--- src/rtl/alu_issue_stage_if.sv ---
// Bundle between the decode/issue stage and its neighbours: upstream instruction
// handshake plus the registered ID/EX slot that feeds the ALU. The slave side is the stage.
interface alu_issue_stage_if #(
  parameter int XLEN = 32
);
  logic            flush;
  logic            in_valid;
  logic            in_ready;
  logic [31:0]     in_inst;
  logic [XLEN-1:0] in_pc;
  logic [XLEN-1:0] in_rs1_data;
  logic [XLEN-1:0] in_rs2_data;
  logic            out_valid;
  logic            out_ready;
  logic [3:0]      out_alu_control;
  logic [XLEN-1:0] out_operand_a;
  logic [XLEN-1:0] out_operand_b;
  logic [XLEN-1:0] out_pc;
  logic [4:0]      out_rd;
  logic            out_writes_rd;
  logic            out_illegal;

  modport slave (
    input  flush, in_valid, in_inst, in_pc, in_rs1_data, in_rs2_data, out_ready,
    output in_ready, out_valid, out_alu_control, out_operand_a, out_operand_b,
           out_pc, out_rd, out_writes_rd, out_illegal
  );

  modport master (
    output flush, in_valid, in_inst, in_pc, in_rs1_data, in_rs2_data, out_ready,
    input  in_ready, out_valid, out_alu_control, out_operand_a, out_operand_b,
           out_pc, out_rd, out_writes_rd, out_illegal
  );
endinterface

--- src/rtl/alu_issue_stage.sv ---
// RV32I decode/issue stage: decodes the ALU op, selects operands/immediates and
// holds them in a single registered ID/EX slot behind a valid/ready handshake.
module alu_issue_stage #(
  parameter int XLEN = 32
) (
  input logic              clk,
  input logic              rst,
  alu_issue_stage_if.slave bus
);

  typedef enum logic [3:0] {
    ALU_ADD  = 4'b0000,
    ALU_SUB  = 4'b0001,
    ALU_SLL  = 4'b0010,
    ALU_SLT  = 4'b0011,
    ALU_SLTU = 4'b0100,
    ALU_XOR  = 4'b0101,
    ALU_SRL  = 4'b0110,
    ALU_SRA  = 4'b0111,
    ALU_OR   = 4'b1000,
    ALU_AND  = 4'b1001
  } alu_op_e;

  localparam logic [6:0] OPC_OP     = 7'b0110011;
  localparam logic [6:0] OPC_OP_IMM = 7'b0010011;
  localparam logic [6:0] OPC_LUI    = 7'b0110111;
  localparam logic [6:0] OPC_AUIPC  = 7'b0010111;
  localparam logic [6:0] OPC_LOAD   = 7'b0000011;
  localparam logic [6:0] OPC_STORE  = 7'b0100011;
  localparam logic [6:0] OPC_BRANCH = 7'b1100011;
  localparam logic [6:0] OPC_JAL    = 7'b1101111;
  localparam logic [6:0] OPC_JALR   = 7'b1100111;

  logic [6:0]      opcode;
  logic [2:0]      funct3;
  logic [6:0]      funct7;
  logic [4:0]      rd_idx;
  logic [XLEN-1:0] imm_i, imm_s, imm_u, shamt;

  assign opcode = bus.in_inst[6:0];
  assign funct3 = bus.in_inst[14:12];
  assign funct7 = bus.in_inst[31:25];
  assign rd_idx = bus.in_inst[11:7];
  assign imm_i  = {{20{bus.in_inst[31]}}, bus.in_inst[31:20]};
  assign imm_s  = {{20{bus.in_inst[31]}}, bus.in_inst[31:25], bus.in_inst[11:7]};
  assign imm_u  = {bus.in_inst[31:12], 12'b0};
  assign shamt  = {27'b0, bus.in_inst[24:20]};

  function automatic alu_op_e f3_op(input logic [2:0] f3);
    case (f3)
      3'b000:  return ALU_ADD;
      3'b001:  return ALU_SLL;
      3'b010:  return ALU_SLT;
      3'b011:  return ALU_SLTU;
      3'b100:  return ALU_XOR;
      3'b101:  return ALU_SRL;
      3'b110:  return ALU_OR;
      default: return ALU_AND;
    endcase
  endfunction

  alu_op_e         dec_ctrl;
  logic [XLEN-1:0] dec_a, dec_b;
  logic            dec_writes, dec_illegal;

  always_comb begin
    dec_ctrl    = ALU_ADD;
    dec_a       = '0;
    dec_b       = '0;
    dec_writes  = 1'b0;
    dec_illegal = 1'b0;
    case (opcode)
      OPC_OP: begin
        dec_a      = bus.in_rs1_data;
        dec_b      = bus.in_rs2_data;
        dec_writes = 1'b1;
        dec_ctrl   = f3_op(funct3);
        if (funct7 == 7'h20 && funct3 == 3'b000)      dec_ctrl = ALU_SUB;
        else if (funct7 == 7'h20 && funct3 == 3'b101) dec_ctrl = ALU_SRA;
        else if (funct7 != 7'h00)                     dec_illegal = 1'b1;
      end
      OPC_OP_IMM: begin
        dec_a      = bus.in_rs1_data;
        dec_b      = imm_i;
        dec_writes = 1'b1;
        dec_ctrl   = f3_op(funct3);
        if (funct3 == 3'b001) begin
          dec_b = shamt;
          if (funct7 != 7'h00) dec_illegal = 1'b1;
        end else if (funct3 == 3'b101) begin
          dec_b = shamt;
          if (funct7 == 7'h20)      dec_ctrl = ALU_SRA;
          else if (funct7 != 7'h00) dec_illegal = 1'b1;
        end
      end
      OPC_LUI: begin
        dec_b      = imm_u;
        dec_writes = 1'b1;
      end
      OPC_AUIPC: begin
        dec_a      = bus.in_pc;
        dec_b      = imm_u;
        dec_writes = 1'b1;
      end
      OPC_LOAD: begin
        dec_a       = bus.in_rs1_data;
        dec_b       = imm_i;
        dec_writes  = 1'b1;
        dec_illegal = (funct3 == 3'b011) || (funct3 == 3'b110) || (funct3 == 3'b111);
      end
      OPC_STORE: begin
        dec_a       = bus.in_rs1_data;
        dec_b       = imm_s;
        dec_illegal = funct3[2] || (funct3 == 3'b011);
      end
      OPC_BRANCH: begin
        dec_a = bus.in_rs1_data;
        dec_b = bus.in_rs2_data;
        case (funct3[2:1])
          2'b00:   dec_ctrl = ALU_SUB;
          2'b10:   dec_ctrl = ALU_SLT;
          2'b11:   dec_ctrl = ALU_SLTU;
          default: dec_illegal = 1'b1;
        endcase
      end
      OPC_JAL, OPC_JALR: begin
        // Link value pc+4 is computed by the ALU itself.
        dec_a       = bus.in_pc;
        dec_b       = 32'd4;
        dec_writes  = 1'b1;
        dec_illegal = (opcode == OPC_JALR) && (funct3 != 3'b000);
      end
      default: dec_illegal = 1'b1;
    endcase
    if (dec_illegal) begin
      dec_ctrl   = ALU_ADD;
      dec_a      = '0;
      dec_b      = '0;
      dec_writes = 1'b0;
    end
    if (rd_idx == 5'd0) dec_writes = 1'b0;
  end

  logic            valid_q, valid_d;
  alu_op_e         ctrl_q, ctrl_d;
  logic [XLEN-1:0] a_q, a_d, b_q, b_d, pc_q, pc_d;
  logic [4:0]      rd_q, rd_d;
  logic            writes_rd_q, writes_rd_d;
  logic            illegal_q, illegal_d;
  logic            in_ready, load;

  assign in_ready     = (!valid_q || bus.out_ready) && !bus.flush;
  assign load         = bus.in_valid && in_ready;
  assign bus.in_ready = in_ready;

  always_comb begin
    valid_d     = valid_q;
    ctrl_d      = ctrl_q;
    a_d         = a_q;
    b_d         = b_q;
    pc_d        = pc_q;
    rd_d        = rd_q;
    writes_rd_d = writes_rd_q;
    illegal_d   = illegal_q;
    if (bus.flush) begin
      valid_d = 1'b0;
    end else if (load) begin
      valid_d     = 1'b1;
      ctrl_d      = dec_ctrl;
      a_d         = dec_a;
      b_d         = dec_b;
      pc_d        = bus.in_pc;
      rd_d        = rd_idx;
      writes_rd_d = dec_writes;
      illegal_d   = dec_illegal;
    end else if (bus.out_ready) begin
      valid_d = 1'b0;
    end
  end

  always_ff @(posedge clk) begin
    if (rst) begin
      valid_q     <= 1'b0;
      ctrl_q      <= ALU_ADD;
      a_q         <= '0;
      b_q         <= '0;
      pc_q        <= '0;
      rd_q        <= '0;
      writes_rd_q <= 1'b0;
      illegal_q   <= 1'b0;
    end else begin
      valid_q     <= valid_d;
      ctrl_q      <= ctrl_d;
      a_q         <= a_d;
      b_q         <= b_d;
      pc_q        <= pc_d;
      rd_q        <= rd_d;
      writes_rd_q <= writes_rd_d;
      illegal_q   <= illegal_d;
    end
  end

  assign bus.out_valid       = valid_q;
  assign bus.out_alu_control = ctrl_q;
  assign bus.out_operand_a   = a_q;
  assign bus.out_operand_b   = b_q;
  assign bus.out_pc          = pc_q;
  assign bus.out_rd          = rd_q;
  assign bus.out_writes_rd   = writes_rd_q;
  assign bus.out_illegal     = illegal_q;

endmodule

--- src/flat_wrapper.sv ---
// flat-port wrapper written by rule: the top's interface ports become plain ports
module alu_issue_stage_flat 
#(
  parameter int XLEN = 32
)
  (clk, rst, bus_flush, bus_in_valid, bus_in_inst, bus_in_pc, bus_in_rs1_data, bus_in_rs2_data, bus_out_ready, bus_in_ready, bus_out_valid, bus_out_alu_control, bus_out_operand_a, bus_out_operand_b, bus_out_pc, bus_out_rd, bus_out_writes_rd, bus_out_illegal);
  alu_issue_stage_if #(.XLEN(XLEN)) bus_i ();
  input logic clk;
  input logic rst;
  input wire logic [$bits(bus_i.flush)-1:0] bus_flush;
  input wire logic [$bits(bus_i.in_valid)-1:0] bus_in_valid;
  input wire logic [$bits(bus_i.in_inst)-1:0] bus_in_inst;
  input wire logic [$bits(bus_i.in_pc)-1:0] bus_in_pc;
  input wire logic [$bits(bus_i.in_rs1_data)-1:0] bus_in_rs1_data;
  input wire logic [$bits(bus_i.in_rs2_data)-1:0] bus_in_rs2_data;
  input wire logic [$bits(bus_i.out_ready)-1:0] bus_out_ready;
  output wire logic [$bits(bus_i.in_ready)-1:0] bus_in_ready;
  output wire logic [$bits(bus_i.out_valid)-1:0] bus_out_valid;
  output wire logic [$bits(bus_i.out_alu_control)-1:0] bus_out_alu_control;
  output wire logic [$bits(bus_i.out_operand_a)-1:0] bus_out_operand_a;
  output wire logic [$bits(bus_i.out_operand_b)-1:0] bus_out_operand_b;
  output wire logic [$bits(bus_i.out_pc)-1:0] bus_out_pc;
  output wire logic [$bits(bus_i.out_rd)-1:0] bus_out_rd;
  output wire logic [$bits(bus_i.out_writes_rd)-1:0] bus_out_writes_rd;
  output wire logic [$bits(bus_i.out_illegal)-1:0] bus_out_illegal;
  assign bus_i.flush = bus_flush;
  assign bus_i.in_valid = bus_in_valid;
  assign bus_i.in_inst = bus_in_inst;
  assign bus_i.in_pc = bus_in_pc;
  assign bus_i.in_rs1_data = bus_in_rs1_data;
  assign bus_i.in_rs2_data = bus_in_rs2_data;
  assign bus_i.out_ready = bus_out_ready;
  assign bus_in_ready = bus_i.in_ready;
  assign bus_out_valid = bus_i.out_valid;
  assign bus_out_alu_control = bus_i.out_alu_control;
  assign bus_out_operand_a = bus_i.out_operand_a;
  assign bus_out_operand_b = bus_i.out_operand_b;
  assign bus_out_pc = bus_i.out_pc;
  assign bus_out_rd = bus_i.out_rd;
  assign bus_out_writes_rd = bus_i.out_writes_rd;
  assign bus_out_illegal = bus_i.out_illegal;
  alu_issue_stage #(.XLEN(XLEN)) u_core (.clk(clk), .rst(rst), .bus(bus_i));
endmodule
--- config.mk ---
export PLATFORM = sky130hd
export DESIGN_NAME = alu_issue_stage_flat
export DESIGN_NICKNAME = d
export VERILOG_FILES = /design/src/rtl/alu_issue_stage_if.sv /design/src/rtl/alu_issue_stage.sv /design/src/flat_wrapper.sv
export SDC_FILE = /design/constraint.sdc
export NUM_CORES = 1
export LEC_CHECK = 0
export ABC_AREA = 1
export BUFFER_PORTS_ARGS = -buffer_cell sky130_fd_sc_hd__buf_2
export CORE_MARGIN = 2
export CORE_UTILIZATION = 45
export CTS_BUF_LIST = sky130_fd_sc_hd__clkbuf_16
export CTS_CLUSTER_SIZE = 30
export DETAILED_ROUTE_END_ITERATION = 10
export PLACE_DENSITY = 0.75
export SETUP_SLACK_MARGIN = 0.2
export SLEW_MARGIN = 10
export SYNTH_ARGS = -nofsm -noshare
export SYNTH_HDL_FRONTEND = slang
export SYNTH_SLANG_ARGS = --single-unit
--- constraint.sdc ---
create_clock -name clk -period 2 [get_ports clk]
set_input_delay 0.4 -clock clk [delete_from_list [all_inputs] [get_ports clk]]
set_output_delay 0.4 -clock clk [all_outputs]
set_load 0.02 [all_outputs]
======== After elaboration in Yosys (flattened, before gate mapping) ========
Cells that the tools add are included.
word-level totals
  latch bits .............................. 0
  memory bits (read-only) ................. 0
  memories kept ........................... 0
  register bits after elaboration ......... 108
  bits of input ports ..................... 133
  output and inout port bits .............. 109
  logic and storage cells ................. 82
  bits in writable memories ............... 0
cells by class
  equal/unequal tests ..................... 19
  $mul .................................... 0
  multiplexer cells ....................... 28
  div/mod/pow operators ................... 0
  add/subtract/negate cells ............... 0
  $lt $le $gt $ge ......................... 0
  reductions and logical operators ........ 26
  shift-type cells ........................ 0
  bitwise gates (word level) .............. 1
operators with widths
  kind                                                             number
  32-bit case mux with 6 select lines                              1
  32-bit 2-to-1 mux                                                4
  32-bit case mux with 2 select lines                              1
  7-bit by 6-bit == test with 1-bit output, second input constant  4
  4-bit case mux with 7 select lines                               1
  4-bit 2-to-1 mux                                                 6
  7-bit == test, second input constant                             3
  7-bit by 5-bit == test with 1-bit output, second input constant  2
  3-bit == test, second input constant                             4
  1-bit 2-to-1 mux                                                 12
  4-bit case mux with 3 select lines                               1
  3-bit case mux with 3 select lines                               1
  2-bit OR reduction                                               4
  7-bit by 2-bit == test with 1-bit output, second input constant  1
  1-bit case mux with 7 select lines                               1
  7-bit nonzero test                                               1
  7-bit OR reduction                                               1
  3-bit by 2-bit == test with 1-bit output, second input constant  2
  3-bit OR reduction                                               2
  1-bit logical AND                                                5
  5-bit logical NOT                                                1
  5-bit OR reduction                                               1
  2-bit == test, second input constant                             2
  1-bit logical OR                                                 4
  8 further kinds                                                  9

======== Longest topological paths before layout ========
  depth in word-level cells ............... 8
  mapped depth ............................ 13
  mapped depth without buffers ............ 12

======== Worst setup path after synthesis ========
No wires, ideal clock.
  path type ............................... register to register
  from .................................... reg u_core.valid_q, in the netlist u_core.bus.out_valid
  to ...................................... reg u_core.a_q[2], in the netlist u_core.bus.out_operand_a[2]
  required time ........................... 1.929 ns
  clock period less this slack ............ 1.927 ns
  stages on the path, launching flop included .. 11
  path slack .............................. 0.073 ns
  arrival ................................. 1.856 ns
  library setup time ...................... 0.071 ns
  path buffers ............................ 1
  path through ............................ dfxtp_1 inv_1 nor2_1 nor2_1 nand2_1 inv_2 buf_1 nand2_1 o21ai_0 nand2_1 a21oi_1
on the way
  cells in the longest elaborated chain, start to end .. 5
ends and longest elaborated chain
  what                           RTL line                RTL
  start, declared                alu_issue_stage.sv:144  logic valid_q, valid_d;
  start signal, assigned         alu_issue_stage.sv:192  valid_q <= valid_d;
  1-bit logical NOT              alu_issue_stage.sv:152  assign in_ready = (!valid_q || bus.out_ready) && !bus.flush;
  1-bit logical OR               alu_issue_stage.sv:152
  1-bit logical AND              alu_issue_stage.sv:152
  via bus_in_ready               flat_wrapper.sv:17      output wire logic [$bits(bus_i.in_ready)-1:0] bus_in_ready;
  1-bit logical AND              alu_issue_stage.sv:153  assign load = bus.in_valid && in_ready;
  2-bit AND reduction (no line)  --
  end signal, assigned           alu_issue_stage.sv:185  a_q <= '0;
  end signal, assigned           alu_issue_stage.sv:194  a_q <= a_d;
  end, declared                  alu_issue_stage.sv:146  logic [XLEN-1:0] a_q, a_d, b_q, b_d, pc_q, pc_d;
The timed path passes the listed nets, and every way through them passes these cells.
A chain may end at the register's enable or synchronous reset.

======== Worst setup path after layout ========
  from .................................... reg u_core.valid_q, in the netlist u_core.bus.out_valid
  to ...................................... reg u_core.a_q[9], in the netlist u_core.bus.out_operand_a[9]
on the way
  cells in the longest elaborated chain, start to end .. 5
ends and longest elaborated chain
  what                           RTL line
  1-bit logical NOT              alu_issue_stage.sv:152
  1-bit logical OR               alu_issue_stage.sv:152
  1-bit logical AND              alu_issue_stage.sv:152
  1-bit logical AND              alu_issue_stage.sv:153
  2-bit AND reduction (no line)  --
Every way passes these cells.

==> impl_metrics.py <==
metrics = {
    "cts": {
        "cts-htree-levels": 3,
        "path_clk_slew_ns": 0.08,
        "cts_setup_buffers": 0,
        "cts_tree": "built",
        "clock-sinks": 108,
        "max-clock-path-buffers": 2,
        "cts_made_buffers": 9,
        "insertion_delay_ns": 0.35,
        "cts_root_buf": "clkbuf_16",
    },
    "power": {
        "power.share.clock": 0.385,
        "pwr-share-seq": 0.484,
        "powerDensity_nw_per_um2": 653.5,
        "p_int_mw": 3.278,
        "p_leak_nw": 3.159,
        "p_sw_mw": 1.274,
        "switching_share": 0.2798,
        "p_comb_frac": 0.130,
        "peakVddDrop_uv": 428.5,
    },
    "critical_path": {
        "cp.required_ns": 2.28,
        "crit_fanout": 61,
        "cpLargestDelayFamily": "buffers and inverters",
        "worst-setup-path-type": "register to register",
        "cp.arrival_ns": 1.89,
        "cpMaxStageDelayCell": "dfxtp_1",
        "cp-start-kind": "register",
        "max_stage_delay_ns": 0.33,
        "cp_cell_sequence": "inv_1, nor2_1, nor2_2, nand2_4, buf_12, buf_4, nand2_1, a21oi_1",
        "crit_path_end_kind": "register",
        "cp.buffers_inverters": 3,
    },
    "routing": {
        "totalWireLength_mm": 17.34,
        "drt-initial-drc-count": 582,
        "via_per_inst": 5.290,
        "routedWlPerCell_um": 15.04,
        "firstDrtPassIters": 5,
        "antenna_left": 0,
        "drc": 0,
        "vias": 6099,
    },
    "synthesis": {
        "yosys_warnings": 0,
        "ys_types": 25,
        "synth_area_um2": 5205,
        "synth_seq_cells": 108,
        "synth_cells": 780,
        "synth.avg_cell_area_um2": 6.673,
        "ys_seq_area_frac": 0.4154,
        "syn-num-nets": 913,
    },
    "floorplanning": {
        "initial_utilization": 0.4578,
        "core_area_um2": 11370,
        "fp-row-count": 39,
        "fp.dieArea_um2": 12440,
        "die_x_um": 111.6,
        "die_h_um": 111.6,
        "pin_count": 242,
    },
    "sta": {
        "fin_tns_setup_ns": 0,
        "slew_violations": 0,
        "max_freq_mhz": 622.8,
        "layout_min_cycle_time_ns": 1.606,
        "clock_skew_ns": 0.005805,
        "rsz0062_at_grt": "no",
        "fin_crit_sh": 0.8028,
        "finalSetupViolCount": 0,
        "slew_headroom": 0.7791,
        "worstMarginPinSlew_ns": 0.3305,
        "hold_viol_final": 0,
    },
    "finish": {
        "syn2layout_area_growth_pct": 33.82,
        "drive_gt1_frac": 0.3089,
        "nFillCells": 1110,
        "layout_commonest_cell": "nand2_1",
        "multiInputGateArea_um2": 2696,
        "antenna_cells": 0,
        "register_area_um2": 2162,
        "final_area_um2": 6965,
        "final_cell_mix": "297 x nand2_1, 240 x buf_2, 116 x a21oi_1",
        "nNetsFinal": 1139,
    },
    "placed_design": {
        "dp_hpwl_mm": 12.58,
        "gp_congestion": 0.9168,
        "place.port_buffers": 241,
        "dpl_cell_area_um2": 6669,
    },
    "global_routing": {
        "grt_pass1_vias": 5524,
        "gr-total-overflow": 0,
        "grt_antenna_before_repair": 0,
        "grt_first_pass_wirelength_mm": 27.23,
        "grt_usage": 0.2685,
        "grt_start_max_net_pins": 62,
    },
    "flow_run": {
        "cap_violations": 0,
    },
    "outcome": {
        "status": "finished, final reports clean",
    },
    "hold_path": {
        "min_path_type": "primary input to register",
    },
}
worst reg2reg max path, delay by kind of cell (launching register included):
family          cells  cell delay, ns
simple gates        4            0.39
flops               1            0.33
compound gates      1            0.16
buf+inv             3            0.66
cell type report:
class                      instances  share of cell area
sequential                       108              0.3104
inverter                          25             0.01383
tap                              143             0.02569
clock inverter                     6            0.008622
multi-input combinational        592              0.3871
clock buffer                       9             0.03233
timing repair buffer             270              0.2220
metal layers:
layer  vias up  track usage  wire (um)
met5         -            0          0
met4         0       0.1144        536
met3        38      0.06097       1388
met2       280       0.4146       7785
met1      2760       0.3630       7626
li1       3021            -          -
stage by stage:
stage                     instances  worst slack [ns]  hold WS [ns]  power (mW)  utilization
after floorplan                 780            0.2170        0.4793       2.545            -
after global routing           1153            0.2370        0.2338       4.712       0.6126
after CTS                      1153            0.3194        0.2359       4.565       0.6116
final                          1153            0.3944        0.2402       4.552       0.6126
after detailed placement       1138          -0.03580        0.4522       2.840       0.5866
after global placement         1138           0.06083        0.4492       2.840       0.5866
path summary, 6_finish.rpt:
| path | startpoint | slack, ns | endpoint | cells past startpoint |
|---|---|---|---|---|
| worst min-delay path | bus_flush | 0.24 | u_core.bus.out_valid$_SDFFE_PP0P_ | 2 |
| worst max register to register | u_core.bus.out_valid$_SDFFE_PP0P_ | 0.39 | u_core.bus.out_operand_a[9]$_SDFFE_PP0P_ | 8 |
| worst max-delay path | u_core.bus.out_valid$_SDFFE_PP0P_ | 0.39 | u_core.bus.out_operand_a[9]$_SDFFE_PP0P_ | 8 |
| worst min register to register | u_core.bus.out_operand_b[17]$_SDFFE_PP0P_ | 0.46 | u_core.bus.out_operand_b[17]$_SDFFE_PP0P_ | 2 |
flip-flops by register name, summed over array words and instances, names as in the netlist:
signal                      flops
u_core.bus.out_operand_a       32
u_core.bus.out_writes_rd        1
u_core.bus.out_alu_control      4
u_core.bus.out_illegal          1
u_core.bus.out_pc              32
u_core.bus.out_rd               5
u_core.bus.out_valid            1
u_core.bus.out_operand_b       32
synth_stat cells:
cell | count | share of area
a21oi_1 | 118 | 0.11
o211ai_1 | 1 | 0.0014
nor2_8 | 1 | 0.0038
nand3_1 | 64 | 0.062
nand3b_1 | 3 | 0.0043
o21ai_1 | 1 | 0.00096
nor2_2 | 4 | 0.0048
inv_1 | 23 | 0.017
nand3_2 | 11 | 0.021
nand2_1 | 298 | 0.21
nor4_1 | 1 | 0.0012
clkbuf_1 | 34 | 0.025
nand4_1 | 22 | 0.026
buf_2 | 8 | 0.0077
buf_6 | 6 | 0.013
nor3_1 | 2 | 0.0019
nand2_2 | 2 | 0.0024
dfxtp_1 | 108 | 0.42
inv_2 | 2 | 0.0014
nor2_1 | 31 | 0.022
o21ai_0 | 30 | 0.029
o22ai_1 | 1 | 0.0012
buf_1 | 6 | 0.0043
a21oi_2 | 2 | 0.0034
buf_8 | 1 | 0.0029
what timing repair did:
| action | CTS | global route |
|---|---|---|
| gates resized for setup | 0 | 4 |
| setup endpoints to repair | 0 | 14 |
| hold buffers | 0 | 0 |
| endpoints found under the hold margin | 0 | 0 |
cells by family (layout without fill, tap and decap cells):
logic type,Yosys count,in the layout,synth area share
AO/OA/AOI/OAI,153,153,0.1493
buffers and inverters,80,310,0.07043
flip-flops,108,108,0.4154
AND/OR/NAND/NOR,439,439,0.3649
power groups by stage:
stage	sequential, mW	clock [mW]	combinational (mW)
finish	2.20	1.75	0.592
CTS	2.21	1.77	0.586
detailed placement	2.26	0	0.584
global route	2.21	1.86	0.640
global placement	2.25	0	0.585
floorplan	2.31	0	0.240
Power figures use the tool's default switching activity.
